## src/rtl/seq_pattern_pkg.sv

```systemverilog
// Shared types and helpers for the programmable serial pattern detector.
package seq_pattern_pkg;

  typedef enum logic [1:0] {
    IDLE    = 2'd0,
    FILLING = 2'd1,
    ARMED   = 2'd2
  } state_e;

  function automatic int unsigned len_w(input int unsigned max_len);
    return $clog2(max_len + 1);
  endfunction

  // Active pattern length is kept inside 2..max_len
  function automatic int unsigned clamp_len(input int unsigned len, input int unsigned max_len);
    if (len < 2) return 2;
    if (len > max_len) return max_len;
    return len;
  endfunction

endpackage

```

## src/rtl/seq_pattern_fsm_if.sv

```systemverilog
// Serial bit stream, configuration and match result bundle for seq_pattern_fsm.
interface seq_pattern_fsm_if
  import seq_pattern_pkg::*;
#(
  parameter int unsigned MAX_LEN = 8,
  parameter int unsigned CNT_W   = 8
);
  localparam int unsigned LEN_W = len_w(MAX_LEN);

  logic               w;
  logic               w_valid;
  logic               cfg_load;
  logic [MAX_LEN-1:0] cfg_pat;
  logic [MAX_LEN-1:0] cfg_mask;
  logic [LEN_W-1:0]   cfg_len;
  logic               cfg_overlap;
  logic               z;
  logic [CNT_W-1:0]   match_cnt;

  modport master (
    output w, w_valid, cfg_load, cfg_pat, cfg_mask, cfg_len, cfg_overlap,
    input  z, match_cnt
  );

  modport slave (
    input  w, w_valid, cfg_load, cfg_pat, cfg_mask, cfg_len, cfg_overlap,
    output z, match_cnt
  );
endinterface

```

## src/rtl/seq_pattern_cmp.sv

```systemverilog
// Masked window comparator: checks the newest len bits (stored history plus
// incoming bit) against the programmed pattern; pattern bit len-1 is the newest.
module seq_pattern_cmp
  import seq_pattern_pkg::*;
#(
  parameter int unsigned MAX_LEN = 8,
  localparam int unsigned LEN_W  = len_w(MAX_LEN)
) (
  input  logic [MAX_LEN-2:0] i_hist,
  input  logic               i_w,
  input  logic [MAX_LEN-1:0] i_pat,
  input  logic [MAX_LEN-1:0] i_mask,
  input  logic [LEN_W-1:0]   i_len,
  output logic               o_match_c
);
  localparam int unsigned IDX_W = $clog2(MAX_LEN);

  // w_ext[k] is the bit received k bits ago (k=0 is the incoming bit)
  logic [MAX_LEN-1:0] w_ext;
  logic [IDX_W-1:0]   w_age;

  assign w_ext = {i_hist, i_w};

  always_comb begin
    o_match_c = 1'b1;
    w_age     = '0;
    for (int j = 0; j < MAX_LEN; j++) begin
      w_age = IDX_W'(i_len - LEN_W'(1) - LEN_W'(j));
      if ((LEN_W'(j) < i_len) && !((w_ext[w_age] ~^ i_pat[j]) | ~i_mask[j]))
        o_match_c = 1'b0;
    end
  end
endmodule

```

## src/rtl/seq_pattern_fsm.sv

```systemverilog
// Programmable serial pattern detector with registered one-cycle match flag.
// Optional saturating match counter enabled by SEQ_PATTERN_MATCH_COUNT_EN.
module seq_pattern_fsm
  import seq_pattern_pkg::*;
#(
  parameter int unsigned MAX_LEN = 8,
  parameter int unsigned CNT_W   = 8
) (
  input  logic          clk,
  input  logic          reset,
  seq_pattern_fsm_if.slave bus
);
  localparam int unsigned LEN_W = len_w(MAX_LEN);

  // Only len-1 past bits are ever needed next to the incoming one
  state_e             r_state;
  logic [MAX_LEN-2:0] r_hist;
  logic [LEN_W-1:0]   r_fill;
  logic [MAX_LEN-1:0] r_pat;
  logic [MAX_LEN-1:0] r_mask;
  logic [LEN_W-1:0]   r_len;
  logic               r_overlap;
  logic               r_z;

  state_e             w_state_next;
  logic [MAX_LEN-2:0] w_hist_next;
  logic [LEN_W-1:0]   w_fill_next;
  logic [LEN_W-1:0]   w_fill_acc;
  logic               w_cmp_c;
  logic               w_hit_c;
  logic               w_z_next;

  seq_pattern_cmp #(.MAX_LEN(MAX_LEN)) u_cmp (
    .i_hist   (r_hist),
    .i_w      (bus.w),
    .i_pat    (r_pat),
    .i_mask   (r_mask),
    .i_len    (r_len),
    .o_match_c(w_cmp_c)
  );

  assign w_fill_acc = (r_state == ARMED) ? r_len : r_fill + LEN_W'(1);
  assign w_hit_c    = w_cmp_c && (w_fill_acc == r_len);

  // State register
  always_ff @(posedge clk) begin
    if (reset) begin
      r_state   <= IDLE;
      r_hist    <= '0;
      r_fill    <= '0;
      r_pat     <= '0;
      r_mask    <= '1;
      r_len     <= LEN_W'(2);
      r_overlap <= 1'b1;
      r_z       <= 1'b0;
    end else begin
      r_state <= w_state_next;
      r_hist  <= w_hist_next;
      r_fill  <= w_fill_next;
      r_z     <= w_z_next;
      if (bus.cfg_load) begin
        r_pat     <= bus.cfg_pat;
        r_mask    <= bus.cfg_mask;
        r_len     <= LEN_W'(clamp_len(32'(bus.cfg_len), MAX_LEN));
        r_overlap <= bus.cfg_overlap;
      end
    end
  end

  // Next-state: history shift, fill tracking, non-overlap restart
  always_comb begin
    w_hist_next  = r_hist;
    w_fill_next  = r_fill;
    w_state_next = r_state;
    if (bus.cfg_load) begin
      w_hist_next = '0;
      w_fill_next = '0;
    end else if (bus.w_valid) begin
      w_hist_next = (MAX_LEN-1)'({r_hist, bus.w});
      w_fill_next = (w_hit_c && !r_overlap) ? '0 : w_fill_acc;
    end
    if (w_fill_next == '0)        w_state_next = IDLE;
    else if (w_fill_next == r_len) w_state_next = ARMED;
    else                           w_state_next = FILLING;
  end

  // Output: match flag only on an accepted, non-discarded bit
  always_comb begin
    w_z_next = 1'b0;
    if (!bus.cfg_load && bus.w_valid && w_hit_c) w_z_next = 1'b1;
  end

  assign bus.z = r_z;

`ifdef SEQ_PATTERN_MATCH_COUNT_EN
  logic [CNT_W-1:0] r_cnt;

  always_ff @(posedge clk) begin
    if (reset || bus.cfg_load) r_cnt <= '0;
    else if (w_z_next && (r_cnt != '1)) r_cnt <= r_cnt + CNT_W'(1);
  end

  assign bus.match_cnt = r_cnt;
`else
  assign bus.match_cnt = '0;
`endif

endmodule

```

## src/flat_wrapper.sv

```systemverilog
// flat-port wrapper written by rule: the top's interface ports become plain ports
module seq_pattern_fsm_flat import seq_pattern_pkg::*;
#(
  parameter int unsigned MAX_LEN = 8,
  parameter int unsigned CNT_W   = 8
)
  (clk, reset, bus_w, bus_w_valid, bus_cfg_load, bus_cfg_pat, bus_cfg_mask, bus_cfg_len, bus_cfg_overlap, bus_z, bus_match_cnt);
  seq_pattern_fsm_if #(.MAX_LEN(MAX_LEN), .CNT_W(CNT_W)) bus_i ();
  input  logic clk;
  input  logic reset;
  input wire logic [$bits(bus_i.w)-1:0] bus_w;
  input wire logic [$bits(bus_i.w_valid)-1:0] bus_w_valid;
  input wire logic [$bits(bus_i.cfg_load)-1:0] bus_cfg_load;
  input wire logic [$bits(bus_i.cfg_pat)-1:0] bus_cfg_pat;
  input wire logic [$bits(bus_i.cfg_mask)-1:0] bus_cfg_mask;
  input wire logic [$bits(bus_i.cfg_len)-1:0] bus_cfg_len;
  input wire logic [$bits(bus_i.cfg_overlap)-1:0] bus_cfg_overlap;
  output wire logic [$bits(bus_i.z)-1:0] bus_z;
  output wire logic [$bits(bus_i.match_cnt)-1:0] bus_match_cnt;
  assign bus_i.w = bus_w;
  assign bus_i.w_valid = bus_w_valid;
  assign bus_i.cfg_load = bus_cfg_load;
  assign bus_i.cfg_pat = bus_cfg_pat;
  assign bus_i.cfg_mask = bus_cfg_mask;
  assign bus_i.cfg_len = bus_cfg_len;
  assign bus_i.cfg_overlap = bus_cfg_overlap;
  assign bus_z = bus_i.z;
  assign bus_match_cnt = bus_i.match_cnt;
  seq_pattern_fsm #(.MAX_LEN(MAX_LEN), .CNT_W(CNT_W)) u_core (.clk(clk), .reset(reset), .bus(bus_i));
endmodule
```

## config.mk

```make
export PLATFORM = sky130hd
export DESIGN_NAME = seq_pattern_fsm_flat
export DESIGN_NICKNAME = d
export VERILOG_FILES = /design/src/rtl/seq_pattern_pkg.sv /design/src/rtl/seq_pattern_fsm_if.sv /design/src/rtl/seq_pattern_cmp.sv /design/src/rtl/seq_pattern_fsm.sv /design/src/flat_wrapper.sv
export SDC_FILE = /design/constraint.sdc
export NUM_CORES = 1
export LEC_CHECK = 0
export ABC_CLOCK_PERIOD_IN_PS = 3600
export BUFFER_PORTS_ARGS = -buffer_cell sky130_fd_sc_hd__clkbuf_2
export CAP_MARGIN = 20
export CORE_UTILIZATION = 40
export DETAILED_ROUTE_END_ITERATION = 7
export GPL_TIMING_DRIVEN = 0
export PLACE_DENSITY = 0.65
export SLEW_MARGIN = 10
export SYNTH_ARGS = -nofsm -noshare
export SYNTH_HDL_FRONTEND = slang
export SYNTH_SLANG_ARGS = --single-unit
export TNS_END_PERCENT = 1
```

## constraint.sdc

```tcl
create_clock -name clk -period 3.6 [get_ports clk]
set_input_delay 0.54 -clock clk [delete_from_list [all_inputs] [get_ports clk]]
set_output_delay 0.54 -clock clk [all_outputs]
set_load 0.005 [all_outputs]
```

==> qor.yml <==
outcome:
  outcome: "complete, no violations"
critical_path:
  crit_path_max_fanout: 10
  r2r_slack_ns: 0.16
  arrival_ns: 3.63
  timing.rr.start: "u_core.r_len[0]"
  r2r_end: "u_core.r_state[1]"
  worstSetupStartpointType: "register"
  startpoint: "u_core.r_len[0]"
  path_class: "register to register"
  cpMostUsedCell: "buf_6"
  crit_chain: "buf_4 -> buf_6 -> clkinvlp_4 -> ha_4 -> buf_6 -> mux4_2 -> mux2i_1 -> xnor2_1 -> a32oi_1 -> a31oi_2 -> or3_4 -> a41oi_4 -> nor3b_2"
  critPathMaxStageDelay_ns: 0.55
  cp.required_ns: 3.78
  slowest_stage: "mux4_2"
  worst_r2r_path_depth: 13
  cp-end-kind: "register"
grt:
  grt_first_pass_wirelength_mm: 8.38
  grt_max_degree: 11
  gr-total-overflow: 0
  grtUsageTotal_pct: 18.1
  met2_usage_pct: 27.0
  use_met1_pct: 24.5
  grt_pass1_vias: 1802
  antenna_found_initial: 0
  top_usage_layer: "met2"
  use_met3_pct: 3.71
floorplan:
  die_height_um: 76.5
  die_w_um: 76.5
  rows: 26
  die_area_um2: 5850
  core-area_um2: 5240
  start_util_pct: 42.4
  ioPinCount: 35
power_and_ir_drop:
  p_switching_uw: 249
  seq_power_share_pct: 45.4
  intPower_uw: 671
  p_comb_share_pct: 20.0
  ir_drop_mv: 0.247
  clock_power_share_pct: 34.6
  leakage_uw: 0.00111
  switching_share_pct: 27.1
  powerDensity_nw_per_um2: 348
yosys:
  ys_seq_area_share_pct: 31.6
  ys_warn_count: 0
  synth_ff_type: "dfxtp_1"
  synth_area_per_cell_um2: 9.44
  synth_area_leaders: "dfxtp_1 (32%), mux2i_1 (13%), mux4_2 (8.1%)"
  yosysUniqueCellTypes: 49
  synth_edf_count: 0
  synth_cells: 235
  ys_ff_latch: 35
  synthArstFlopShare_pct: 0
  synth_area_um2: 2220
  yosysTopAreaCellShare_pct: 31.6
  yosysTopAreaCell: "dfxtp_1"
finish:
  area_growth_pct: 19.2
  finish.utilization_pct: 50.5
  antennaDiodeCount: 0
  num-nets-final: 306
  drive_gt1_share_pct: 24.3
  fill_cells: 506
worst_hold_path:
  hold_path_end: "u_core.r_mask[5]"
  whs_path_depth: 2
  holdCritPathClass: "input pin to register"
  min_from: "bus_cfg_mask[5]"
placed_design:
  gp_congestion: 0.885
  io_buffers: 25
  hpwl_mm: 3.71
  post-place-ws_ns: -0.164
sta:
  hold_viol_final: 0
  holdWs_ns: 0.449
  max_freq_ghz: 0.290
  fin_crit_ns: 3.44
  finalSetupTns_ns: 0
  max-slew-margin-rel_pct: 54.1
  worst_slew_pin_slew_ns: 0.689
  finalSetupViolCount: 0
  fin_crit_sh_pct: 95.7
  drv_slew: 0
  fin_skew_ns: 0.00153
  finalWorstSetupSlack_ns: 0.156
detailed_routing:
  num_vias: 1877
  vias_per_cell: 5.42
  first_pass_iters: 4
  routedWlPerCell_um: 14.2
  drc: 0
  drt_iter0_drc: 160
  drt_wl_total_mm: 4.91
  ant_nets: 0
clock_tree:
  h-tree-depth: 2
  clkSlewWorstSetupHoldPaths_ns: 0.07
  cts_made_buffers: 5
  cts_tree: "done"
  worstSkewPairLatency_ns: 0.29
  cts-root-buf: "clkbuf_8"
  cts_buffer_depth: 2
  cts.sink_count: 35
  hold_buffers: 0
run:
  cap_violations: 0
-- state kept, by name, summed over array words and instances, names as in the netlist --
| register | count |
|---|---|
| u_core.bus.z | 1 |
| u_core.r_fill | 4 |
| u_core.r_hist | 7 |
| u_core.r_len | 4 |
| u_core.r_mask | 8 |
| u_core.r_overlap | 1 |
| u_core.r_pat | 8 |
| u_core.r_state | 2 |
-- per-stage QoR --
stage	area, um^2	power (uW)	std cells
finish	2640	920	346
global placement	2460	596	337
detailed placement	2460	597	337
floorplan	2240	555	242
CTS	2580	919	345
global route	2640	963	346
-- layout make-up --
class                   count  area, um^2  area share [%]
multi-input cells         174        1440            54.6
flip-flops and latches     35         702            26.5
plain buffers              24         141            5.35
repair buffers             26         133            5.02
clock buffers               8         100            3.79
well taps                  70        87.6            3.31
inverters                   9        37.5            1.42
-- layout by cell type, fill, tap and decap left out, drive strengths merged, types with 4 or more instances in the layout --
master,n
mux2i,28
nand2b,4
clkbuf,43
inv,8
xnor2,9
buf,15
a21oi,7
a211o,9
mux4,8
nor2,26
o21ai,7
nor2b,10
dfxtp,35
nand2,5
conb,8
a31oi,4
ha,5
-- power groups by stage --
stage | sequential, uW | combinational, uW | clock [uW]
2_1_floorplan | 421 | 134 | 0
3_3_place_gp | 425 | 171 | 0
3_5_place_dp | 426 | 171 | 0
4_1_cts | 417 | 176 | 326
5_1_grt | 420 | 203 | 340
6_report | 418 | 184 | 318
-- kinds of logic after synthesis --
family / share of synthesized area, %
AOI/OAI and AO/OA: 17.7
DFF: 31.6
adders and majority gates: 2.82
other: 0.169
buffers and inverters: 7.28
muxes: 20.8
and+or+nand+nor: 13.3
xor gates and xnor gates: 6.37
-- synth_stat cells (3+ instances only) --
cell type and instances:
nand2b_1 4, a22oi_1 3, xnor2_1 9, nor2_1 26, nand2_1 5, mux4_2 8, mux2i_1 28, buf_2 3
a211o_1 9, a21oi_1 6, o22ai_1 3, inv_1 9, a31oi_1 4, nor2b_1 10, ha_1 5, o21ai_0 6
buf_4 9, nand3_1 3, clkbuf_1 10, dfxtp_1 35, a2bb2oi_1 3
-- per-layer routing --
metal	up-vias	share of wire, %
li1	924	-
met1	872	49
met2	67	43
met3	14	5.5
met4	0	2.6
met5	-	0
-- critical path, delay by kind of cell, from the launching register on --
family / cells / cell delay [ns]
muxes: 2 / 0.74
AOI/OAI and AO/OA: 3 / 0.68
buffers and inverters: 4 / 0.66
and+or+nand+nor: 2 / 0.50
DFF: 1 / 0.37
adders and majority gates: 1 / 0.31
xor gates and xnor gates: 1 / 0.09
-- repair_timing --
item,CTS,global route
gates resized for setup,6,10
setup buffers,0,1
pin swaps,0,1
gates cloned,0,0
setup endpoints to repair,6,6
-- worst max-delay path by stage --
| stage | endpoint | slack, ns | cells after the start |
|---|---|---|---|
| 2_1_floorplan | u_core.r_state[1] | 0.39 | 13 |
| 3_3_place_gp | u_core.r_fill[0] | -0.16 | 13 |
| 3_5_place_dp | u_core.r_fill[1] | -0.16 | 13 |
| 4_1_cts | u_core.r_state[1] | 0.03 | 13 |
| 5_1_grt | u_core.r_state[1] | -0.05 | 13 |
| 6_report | u_core.r_state[1] | 0.16 | 13 |
No activity file was read; power rests on OpenSTA's default activity.
